File: src/rtl/sbox_mul_pipe_reg.sv
// Two-entry skid buffer between the S-box multiplier layer (K outputs) and the
// bottom linear layer: valid/ready on both sides, sideband tag, sync flush.
module sbox_mul_pipe_reg #(
  parameter int unsigned K_WIDTH   = 4,
  parameter int unsigned TAG_WIDTH = 4
) (
  input  logic                 clk,
  input  logic                 rst,
  input  logic                 flush,
  input  logic                 in_valid,
  output logic                 in_ready,
  input  logic [K_WIDTH-1:0]   in_k,
  input  logic [TAG_WIDTH-1:0] in_tag,
  output logic                 out_valid,
  input  logic                 out_ready,
  output logic [K_WIDTH-1:0]   out_k,
  output logic [TAG_WIDTH-1:0] out_tag,
  output logic [1:0]           occupancy
);

  localparam int unsigned DW = K_WIDTH + TAG_WIDTH;

  typedef enum logic [1:0] {
    ST_EMPTY = 2'd0,
    ST_ONE   = 2'd1,
    ST_FULL  = 2'd2
  } state_t;

  state_t          r_state;
  state_t          w_state_nxt;
  logic            r_in_ready;
  logic            r_out_valid;
  logic [1:0]      r_occupancy;
  logic [DW-1:0]   r_main;
  logic [DW-1:0]   r_skid;
  logic            w_in_xfer;
  logic            w_out_xfer;
  logic            w_ld_main_in;
  logic            w_ld_main_skid;
  logic            w_ld_skid;
  logic [1:0]      w_occ_nxt;

  assign w_in_xfer  = in_valid & r_in_ready;
  assign w_out_xfer = r_out_valid & out_ready;

  // State register; occupancy, out_valid and in_ready are decoded from the next state
  always_ff @(posedge clk or posedge rst) begin
    if (rst) begin
      r_state     <= ST_EMPTY;
      r_in_ready  <= 1'b1;
      r_out_valid <= 1'b0;
      r_occupancy <= 2'd0;
    end else begin
      r_state     <= w_state_nxt;
      r_in_ready  <= (w_state_nxt != ST_FULL);
      r_out_valid <= (w_state_nxt != ST_EMPTY);
      r_occupancy <= w_occ_nxt;
    end
  end

  // Next-state logic; flush overrides any handshake in the same cycle
  always_comb begin
    w_state_nxt = r_state;
    if (flush) begin
      w_state_nxt = ST_EMPTY;
    end else begin
      case (r_state)
        ST_EMPTY: if (w_in_xfer) w_state_nxt = ST_ONE;
        ST_ONE: begin
          if (w_in_xfer && !w_out_xfer)      w_state_nxt = ST_FULL;
          else if (!w_in_xfer && w_out_xfer) w_state_nxt = ST_EMPTY;
        end
        ST_FULL:  if (w_out_xfer) w_state_nxt = ST_ONE;
        default:  w_state_nxt = ST_EMPTY;
      endcase
    end
  end

  // Datapath load controls and occupancy decode
  always_comb begin
    w_ld_main_in   = 1'b0;
    w_ld_main_skid = 1'b0;
    w_ld_skid      = 1'b0;
    if (!flush) begin
      case (r_state)
        ST_EMPTY: w_ld_main_in = w_in_xfer;
        ST_ONE: begin
          w_ld_main_in = w_in_xfer & w_out_xfer;
          w_ld_skid    = w_in_xfer & ~w_out_xfer;
        end
        ST_FULL:  w_ld_main_skid = w_out_xfer;
        default:  ;
      endcase
    end
    case (w_state_nxt)
      ST_ONE:  w_occ_nxt = 2'd1;
      ST_FULL: w_occ_nxt = 2'd2;
      default: w_occ_nxt = 2'd0;
    endcase
  end

  // Main and skid data registers; flush leaves stale contents behind out_valid=0
  always_ff @(posedge clk or posedge rst) begin
    if (rst) begin
      r_main <= '0;
      r_skid <= '0;
    end else begin
      if (w_ld_main_in)        r_main <= {in_tag, in_k};
      else if (w_ld_main_skid) r_main <= r_skid;
      if (w_ld_skid)           r_skid <= {in_tag, in_k};
    end
  end

  assign in_ready  = r_in_ready;
  assign out_valid = r_out_valid;
  assign occupancy = r_occupancy;
  assign out_k     = r_main[K_WIDTH-1:0];
  assign out_tag   = r_main[DW-1:K_WIDTH];

endmodule
File: config.mk
export PLATFORM = sky130hd
export DESIGN_NAME = sbox_mul_pipe_reg
export DESIGN_NICKNAME = d
export VERILOG_FILES = /design/src/rtl/sbox_mul_pipe_reg.sv
export SDC_FILE = /design/constraint.sdc
export NUM_CORES = 1
export LEC_CHECK = 0
export ABC_AREA = 1
export BUFFER_PORTS_ARGS = -buffer_cell sky130_fd_sc_hd__buf_2
export CAP_MARGIN = 20
export CORE_MARGIN = 10
export CORE_UTILIZATION = 52
export DETAILED_ROUTE_END_ITERATION = 7
export PLACE_DENSITY = 0.84
export SLEW_MARGIN = 15
export SYNTH_ARGS = -nofsm -noshare
export SYNTH_HDL_FRONTEND = slang
export SYNTH_SLANG_ARGS = --single-unit
export TNS_END_PERCENT = 5
File: constraint.sdc
create_clock -name clk -period 1.6 [get_ports clk]
set_input_delay 0.16 -clock clk [delete_from_list [all_inputs] [get_ports clk]]
set_output_delay 0.16 -clock clk [all_outputs]
set_load 0.02 [all_outputs]
## After elaboration in Yosys (flattened, before gate mapping)

Index checks and enable logic that the tools add are counted.

| word-level totals | value |
|---|---|
| logic and storage cells | 38 |
| output and inout bits | 12 |
| register bits | 22 |
| input port bits | 13 |

| cells by class | value |
|---|---|
| bitwise operators | 5 |
| multiplexer cells | 15 |
| reduce and logical (&&, ||, !) cells | 7 |
| equality and inequality tests | 5 |

Operators with widths:

| kind | number |
|---|---|
| 2-to-1 mux 8 bit | 2 |
| 2-to-1 mux 2 bit | 5 |
| one-hot mux 2 bit (3 select lines) | 1 |
| 2-to-1 mux 1 bit | 5 |
| AND 1 bit | 4 |
| == test 2 x 1 -> 1 bit (second input constant) | 2 |
| == test 2 bit (second input constant) | 2 |
| one-hot mux 2 bit (2 select lines) | 1 |
| nonzero test 2 bit | 2 |
| logical AND 1 bit | 2 |
| logical NOT 1 bit | 2 |
| logical NOT 2 bit | 1 |
| inequality test 2 bit (second input constant) | 1 |
| one-hot mux 1 bit (2 select lines) | 1 |
| NOT 1 bit | 1 |

## Depth between registers and ports, before layout

Gate-level depths: netlist (run 1).

| depth | value |
|---|---|
| depth in word-level cells | 9 |
| depth in mapped cells | 8 |
| gate-level depth less buffers | 7 |

## Least setup slack after synthesis (run 1)

No wires, ideal clock.

| timing | value |
|---|---|
| path kind | register to register |
| start | register r_in_ready (netlist: in_ready) |
| end | register r_main[0] |
| path buffers | 1 |
| arrival | 1.300 ns |
| required time | 1.483 ns |
| clock period less this slack | 1.418 ns |
| path slack | 0.182 ns |
| cell stages (with the launch flop) | 9 |
| setup time | 0.117 ns |
| path through | dfstp_2 -> nand2_1 -> inv_2 -> buf_4 -> nand3_4 -> nand2_4 -> inv_2 -> nand2_1 -> nand2_1 |

| between the ends | value |
|---|---|
| word-level cells in the longest chain between the ends | 5 |
| elaborated cells between the ends (all ways) | 6 |
| classes of those cells | mux (3); bitwise (2); reduce/logical (1) |

Ends and longest elaborated chain:

| element | line | RTL |
|---|---|---|
| from (decl) | 31 | `logic r_in_ready;` |
| from (signal assigned) | 55 | `r_in_ready <= (w_state_nxt != ST_FULL);` |
| AND 1 bit (*) | 43 | `assign w_in_xfer = in_valid & r_in_ready;` |
| AND 1 bit | 88 | `w_ld_main_in = w_in_xfer & w_out_xfer;` |
| one-hot mux 1 bit (2 select lines) (*) | 85 | `case (r_state)` |
| 2-to-1 mux 1 bit (*) | 84 | `if (!flush) begin` |
| 2-to-1 mux 8 bit / nonzero test 2 bit (equally long branches) | n/a |  |
| to (signal assigned) | 108 | `if (w_ld_main_in) r_main <= {in_tag, in_k};` |
| to (signal assigned) | 109 | `else if (w_ld_main_skid) r_main <= r_skid;` |
| to (decl) | 34 | `logic [DW-1:0] r_main;` |

Every way passes the cells marked *; elsewhere a longest branch is shown, timed or not.
A chain may end at the register's enable or synchronous reset.

## Final worst setup path (run 1)

| timing | value |
|---|---|
| start | register r_in_ready (netlist: in_ready) |
| end | register r_skid[3] |

| between the ends | value |
|---|---|
| word-level cells in the longest chain between the ends | 4 |

Ends and longest elaborated chain:

| element | line | RTL |
|---|---|---|
| AND 1 bit | 43 |  |
| AND 1 bit | 89 | `w_ld_skid = w_in_xfer & ~w_out_xfer;` |
| 2-to-1 mux 1 bit | 85 |  |
| 2-to-1 mux 1 bit | 84 |  |
| to (signal assigned) | 110 | `if (w_ld_skid) r_skid <= {in_tag, in_k};` |
| to (decl) | 35 | `logic [DW-1:0] r_skid;` |

Every way passes these cells.

==> results by group, run 1 <==
Critical path
  – Crit path required time: 1.81 ns
  – CP max FO: 16
  – Class of the most critical setup path: flop to flop
  – CP arrival: 1.66 ns
  – Crit path launch type: flop
  – Critical path endpoint category: flop

Final layout
  – Register area: 552 µm²
  – Most frequent cells in the layout: 33 x nand2_1, 24 x buf_2, 22 x inv_1
  – Final instance area: 0.00127 mm²
  – Final instance count without filler cells: 180
  – Area growth syn-to-layout: 15.9%
  – Diodes inserted: 0
  – Layout cells sized above 1: 30.7%
  – Nets@finish: 167
  – Final Core Density: 64.1%
  – Most common cell after layout, fill and taps aside: nand2_1
  – Fill cell count: 185
  – Area of the multi-input gates: 430 µm²

Logic synthesis
  – Post-Synth Simple-Gate Area: 31.5%
  – Post-synth top area share: 47.9%
  – Top cells by area, synth: dfrtp_1 48%, nand2_1 11%, inv_1 7.5%
  – Compound-gate portion of the synthesized area: 7.76%
  – Post-Synth XOR/XNOR Area: 0%
  – Sequential area share after synthesis: 50.3%
  – Flops & latches, synth: 22
  – Post-synthesis mux area share: 0%
  – Post-synth top area cell: dfrtp_1
  – Synth unique cells: 18
  – Largest family of logic cells by synthesized area: simple AND/OR/NAND/NOR gates
  – Ys Warns: 0
  – Cell Area, Synth: 0.00110 mm²
  – Mapped Avg Cell Area: 8.70 µm²
  – Mapped Cells: 126
  – Adder-Cell Fraction of Synth Area: 0%
  – Synth Net Count: 139

Place
  – Cells after DPL: 175
  – DP HPWL: 1.64 mm
  – IO buf count: 24
  – Dpl cell area: 0.00123 mm²
  – Pre-CTS setup slack: 0.159 ns
  – GPL Wtd Cong: 0.845

STA
  – Final hold slack: 0.103 ns
  – Final setup vio count: 0
  – Unrepaired setup endpoints after global routing: no
  – Clk_skew: 0.00786 ns
  – Final TNS setup: 0 ns
  – Rel. slew slack: 78.3%
  – Max-slew violation count: 0
  – Max Freq: 690 MHz
  – Actual slew at the worst max-slew pin: 0.326 ns
  – Final Worst Setup Slack: 0.151 ns
  – Period utilization: 90.6%
  – Hold Vio Cnt, Final: 0
  – Post-layout min period: 1.45 ns

Clock network
  – Setup bufs post-CTS: 0
  – Root Driver: clkbuf_4
  – Clock buffer count from CTS: 3
  – Clk_lat worst skew: 0.31 ns
  – CTS tree: yes
  – Bufs on Longest Clock Path: 2
  – Clk slew on worst S/H paths: 0.12 ns
  – H-tree depth: 1
  – CTS sink count: 22

Status
  – Run status: complete, no violations

Pwr
  – Switching share of power: 38.5%
  – Max VDD drop: 658 µV
  – Flop pwr share: 48.6%
  – Net switching power: 0.677 mW
  – Int Pwr: 1.08 mW
  – Clk pwr share: 14.7%
  – Leak: 0.729 nW
  – Power Density: 1380 mW/mm²
  – Tot Pwr: 1.76 mW
  – Comb pwr share: 36.7%

Route
  – Post-Route WL: 2.10 mm
  – DR vias/cell: 4.78
  – Final antenna-violating net count: 0
  – First-pass DRT Iterations: 4
  – Via count: 860
  – Wire length per cell: 11.6 µm
  – Drt drc: 0
  – First DRT Iteration DRCs: 25

Floorplanning
  – Die Span X: 65.9 µm
  – Die area: 0.00434 mm²
  – FP Rows: 16
  – Chip height: 65.9 µm
  – Initial Util: 55.3%
  – Core Area: 0.00198 mm²
  – Boundary pin count: 25

GRT
  – First-pass GRT wire length: 3.67 mm
  – Vias in the first global route: 843
  – Pin count of the biggest net entering global routing: 23
  – Overflow after GRT: 0
  – Total GRT Usage: 10.5%
  – Number of antenna violations at the first check in global routing: 0

Run
  – Max-cap check violation count: 0

Hold path
  – Hold Path Class: input port to flop
-- cell type report --
class	instances	area share, %
repair buffers	26	10.8
clock buffers	4	2.07
well taps	27	2.66
inverters	24	7.09
multi-input cells	77	33.9
flip-flops and latches	22	43.4
-- path summary, 6_finish.rpt --
| check | startpoint | to | slack [ns] | cells past startpoint |
|---|---|---|---|---|
| min reg2reg | r_main[3]$_DFFE_PP0P_ | r_main[3]$_DFFE_PP0P_ | 0.49 | 2 |
| min | in_tag[1] | r_skid[5]$_DFFE_PP0P_ | 0.10 | 3 |
| min in group asynchronous | rst | r_main[4]$_DFFE_PP0P_ | 0.41 | 4 |
| max in group asynchronous | rst | in_ready$_DFF_PP1_ | 0.92 | 4 |
| max | in_ready$_DFF_PP1_ | r_skid[3]$_DFFE_PP0P_ | 0.15 | 5 |
| max reg2reg | in_ready$_DFF_PP1_ | r_skid[3]$_DFFE_PP0P_ | 0.15 | 5 |
-- power by group through the flow --
stage | Clock (mW) | Combinational (mW) | Sequential (mW)
after floorplan | 0 | 0.358 | 0.969
after global placement | 0 | 0.640 | 0.857
after detailed placement | 0 | 0.654 | 0.866
after CTS | 0.266 | 0.657 | 0.854
after global routing | 0.290 | 0.743 | 0.876
final | 0.259 | 0.644 | 0.855
-- flip-flops by register name, summed over array words and instances (netlist names) --
register   flops
out_valid      1
r_skid         8
in_ready       1
occupancy      2
r_main         8
r_state        2
-- worst max-delay path, stage by stage, from the launching register on --
cell and delay [ns]:
dfstp_2 0.54, nand2_1 0.08, inv_2 0.20, nand4_4 0.29, nand2_1 0.17, o21ai_2 0.06
-- what timing repair did --
action | in CTS | in global routing
hold buffers | 1 | 0
hold endpoints to repair | 21 | 0
resized for setup | 0 | 0
-- logic make-up after synthesis --
logic type,Yosys count
AO/OA/AOI/OAI,11
flip-flops,22
buffers and inverters,27
AND/OR/NAND/NOR,66
-- per-layer routing --
layer	up-vias	global-route usage (%)	wire (µm)
met5	-	0	0
met4	0	5.61	47
met3	5	3.73	155
met2	24	15.3	903
met1	380	13.2	989
li1	451	-	-
-- cell usage after synthesis (all sizes together) --
master / instances
nor2: 5
nand4: 9
dfstp: 1
dfrtp: 21
clkbuf: 1
buf: 2
inv: 24
nand2: 38
nand3: 14
o21ai: 11
Note: power is estimated with default switching activity, not from simulation.
==> run 2: changes to the inputs <==
--- a/config.mk
+++ b/config.mk
@@ -9,9 +9,11 @@
 export BUFFER_PORTS_ARGS = -buffer_cell sky130_fd_sc_hd__buf_2
 export CAP_MARGIN = 20
 export CORE_MARGIN = 10
-export CORE_UTILIZATION = 52
+export CORE_UTILIZATION = 55
+export CTS_BUF_LIST = sky130_fd_sc_hd__clkbuf_8
+export CTS_CLUSTER_DIAMETER = 80
 export DETAILED_ROUTE_END_ITERATION = 7
-export PLACE_DENSITY = 0.84
+export PLACE_DENSITY = 0.85
 export SLEW_MARGIN = 15
 export SYNTH_ARGS = -nofsm -noshare
 export SYNTH_HDL_FRONTEND = slang
==> run 2 against run 1 <==
Cell count unchanged. Combinational power is 2% higher. Non-clock buffer count stayed put. First-iteration DRC count rose by 100%. Sequential power hardly changed. Worst setup slack got worse by 0.032 ns. Hold slack gained 0.054 ns. Wire length rose by 9.0%.
==> results by group, run 2 (synthesis results as in run 1) <==
Clock network
  – Bufs on Longest Clock Path: 2 (unchanged)
  – Clock buffer count from CTS: 3 (unchanged)
  – CTS tree: yes
  – Clk_lat worst skew: 0.26 ns (-0.05 ns)
  – H-tree depth: 1 (unchanged)
  – Clk slew on worst S/H paths: 0.08 ns (-0.04 ns)
  – Cts repair resizes: 0 (unchanged)
  – CTS sink count: 22 (unchanged)
  – Root Driver: clkbuf_8

Place
  – IO buf count: 24 (unchanged)
  – DP HPWL: 1.74 mm (+6.3%)
  – GPL Wtd Cong: 0.838 (-0.78%)

Pwr
  – Max VDD drop: 821 µV (+25%)
  – Power Density: 1470 mW/mm² (+6.2%)
  – Comb pwr share: 34.5% (-2.2 points)
  – Tot Pwr: 1.91 mW (+8.6%)
  – Switching share of power: 36.9% (-1.6 points)
  – Clk pwr share: 20.6% (+5.9 points)
  – Int Pwr: 1.20 mW (+11%)
  – Flop pwr share: 44.9% (-3.7 points)
  – Net switching power: 0.704 mW (+4.0%)
  – Leak: 0.743 nW (+1.9%)

Floorplanning
  – Initial Util: 57.0% (+1.7 points)
  – Die area: 0.00418 mm² (-3.8%)
  – Boundary pin count: 25 (unchanged)
  – Chip height: 64.6 µm (-1.9%)
  – Die Span X: 64.6 µm (-1.9%)
  – FP Rows: 16 (unchanged)
  – Core Area: 0.00192 mm² (-3.0%)

STA
  – Clk_skew: 0.00255 ns (-0.00531 ns)
  – Post-layout min period: 1.48 ns (+0.0323 ns)
  – Max-slew violation count: 0 (unchanged)
  – Final setup vio count: 0 (unchanged)
  – Final TNS setup: 0 ns (unchanged)
  – Max Freq: 675 MHz (-2.2%)
  – Rel. slew slack: 78.3% (about the same)
  – Unrepaired setup endpoints after global routing: no
  – Period utilization: 92.6% (+2.0 points)
  – Hold Vio Cnt, Final: 0 (unchanged)
  – Actual slew at the worst max-slew pin: 0.325 ns (-0.000711 ns)

Critical path
  – CP arrival: 1.63 ns (-0.03 ns)
  – Crit-path cells: nand2_1 > inv_2 > nand4_4 > nand2_1 > o21ai_2
  – Critical path endpoint category: flop
  – Most frequent CP cell: nand2_1
  – Delay-heaviest family, CP: simple AND/OR/NAND/NOR gates
  – Class of the most critical setup path: flop to flop
  – Crit path largest cell delay: 0.53 ns (about the same)
  – Crit-path slowest cell: dfstp_2
  – Buf/Inv on CP: 1 (unchanged)
  – Crit path launch type: flop
  – Crit path required time: 1.75 ns (-0.06 ns)
  – CP max FO: 16 (unchanged)

Run
  – Max-cap check violation count: 0 (unchanged)

Route
  – First-pass DRT Iterations: 4 (unchanged)
  – Wire length per cell: 12.7 µm (+9.0%)
  – Drt drc: 0 (unchanged)
  – Met2 wire len: 1.05 mm (+17%)
  – DR vias/cell: 4.95 (+3.6%)
  – Met1 wire length: 1.00 mm (+1.4%)
  – Post-Route WL: 2.29 mm (+9.0%)
  – Final antenna-violating net count: 0 (unchanged)
  – Via count: 891 (+3.6%)
  – First DRT Iteration DRCs: 51 (+100%)
  – Routed length on met3: 190 µm (+23%)
  – Top sig layer: met4

GRT
  – Total GRT Usage: 12.1% (+1.6 points)
  – Overflow after GRT: 0 (unchanged)
  – Vias in the first global route: 942 (+12%)
  – First-pass GRT wire length: 4.15 mm (+13%)
  – Pin count of the biggest net entering global routing: 23 (unchanged)
  – Number of antenna violations at the first check in global routing: 0 (unchanged)

Final layout
  – Most frequent cells in the layout: 33 x nand2_1, 24 x buf_2, 22 x inv_1
  – Nets@finish: 167 (unchanged)
  – Fill cell count: 176 (-4.9%)
  – Most common cell after layout, fill and taps aside: nand2_1
  – Area growth syn-to-layout: 18.5%
  – Register area: 552 µm² (unchanged)
  – Layout cells sized above 1: 31.4% (+0.65 points)
  – Diodes inserted: 0 (unchanged)
  – Top flop regs: r_main: 8 flops, r_skid: 8 flops
  – Area of the multi-input gates: 430 µm² (unchanged)

Status
  – Run status: complete, no violations

Hold path
  – Hold Path Class: input port to flop
[run 2: cell count changes in the layout (fill, tap and decap cells not counted)]
cell,previous run,this run
clkbuf_1,1,0
clkbuf_4,3,0
clkbuf_8,0,4
[run 2: cell type report]
cell class              instances  area share (%)
inverters                      24            6.94
well taps                      27            2.60
multi-input cells              77            33.1
flip-flops and latches         22            42.5
clock buffers                   4            4.24
repair buffers                 26            10.6
[run 2: worst register-to-register path: cells and delay by family (launching register included)]
| kind | cells | cell delay [ns] |
|---|---|---|
| and+or+nand+nor | 3 | 0.58 |
| AOI/OAI and AO/OA | 1 | 0.06 |
| buffers and inverters | 1 | 0.20 |
| DFF | 1 | 0.53 |
[run 2: path summary, 6_finish.rpt]
kind                                       start                endpoint  slack, ns  cells past startpoint
setup / recovery              in_ready$_DFF_PP1_   r_skid[5]$_DFFE_PP0P_       0.12                      5
hold / removal                         in_tag[1]   r_skid[5]$_DFFE_PP0P_       0.16                      3
min in group asynchronous                    rst  occupancy[1]$_DFF_PP0_       0.46                      4
hold reg to reg            r_main[6]$_DFFE_PP0P_   r_main[6]$_DFFE_PP0P_       0.48                      2
max in group asynchronous                    rst      in_ready$_DFF_PP1_       0.87                      4
setup reg to reg              in_ready$_DFF_PP1_   r_skid[5]$_DFFE_PP0P_       0.12                      5
[run 2: routing by layer]
| metal | global-route usage (%) | vias up |
|---|---|---|
| met5 | 0 | - |
| met4 | 6.15 | 0 |
| met3 | 4.12 | 5 |
| met2 | 19.2 | 37 |
| met1 | 14.2 | 396 |
| li1 | - | 453 |
[run 2: repair_timing]
item,CTS,global route
hold endpoints to repair,21,0
buffers inserted,0,0
hold buffers,1,0
[run 2: power groups by stage]
stage               combinational (mW)  clock [mW]  sequential [mW]
floorplan                        0.358           0            0.969
global placement                 0.640           0            0.857
detailed placement               0.661           0            0.864
CTS                              0.671       0.394            0.859
global route                     0.749       0.421            0.883
finish                           0.658       0.393            0.858
[run 2: through the flow]
step | setup WS [ns] | hold slack (ns) | cells | util, % | instance area, µm²
after CTS | 0.113 | 0.163 | 180 | 67.6 | 1300
after detailed placement | 0.131 | 0.208 | 175 | 64.2 | 1230
after floorplan | 0.182 | 0.148 | 126 | - | 1100
final | 0.119 | 0.158 | 180 | 67.6 | 1300
after global routing | 0.0165 | 0.180 | 180 | 67.6 | 1300
after global placement | 0.213 | 0.199 | 175 | 64.2 | 1230
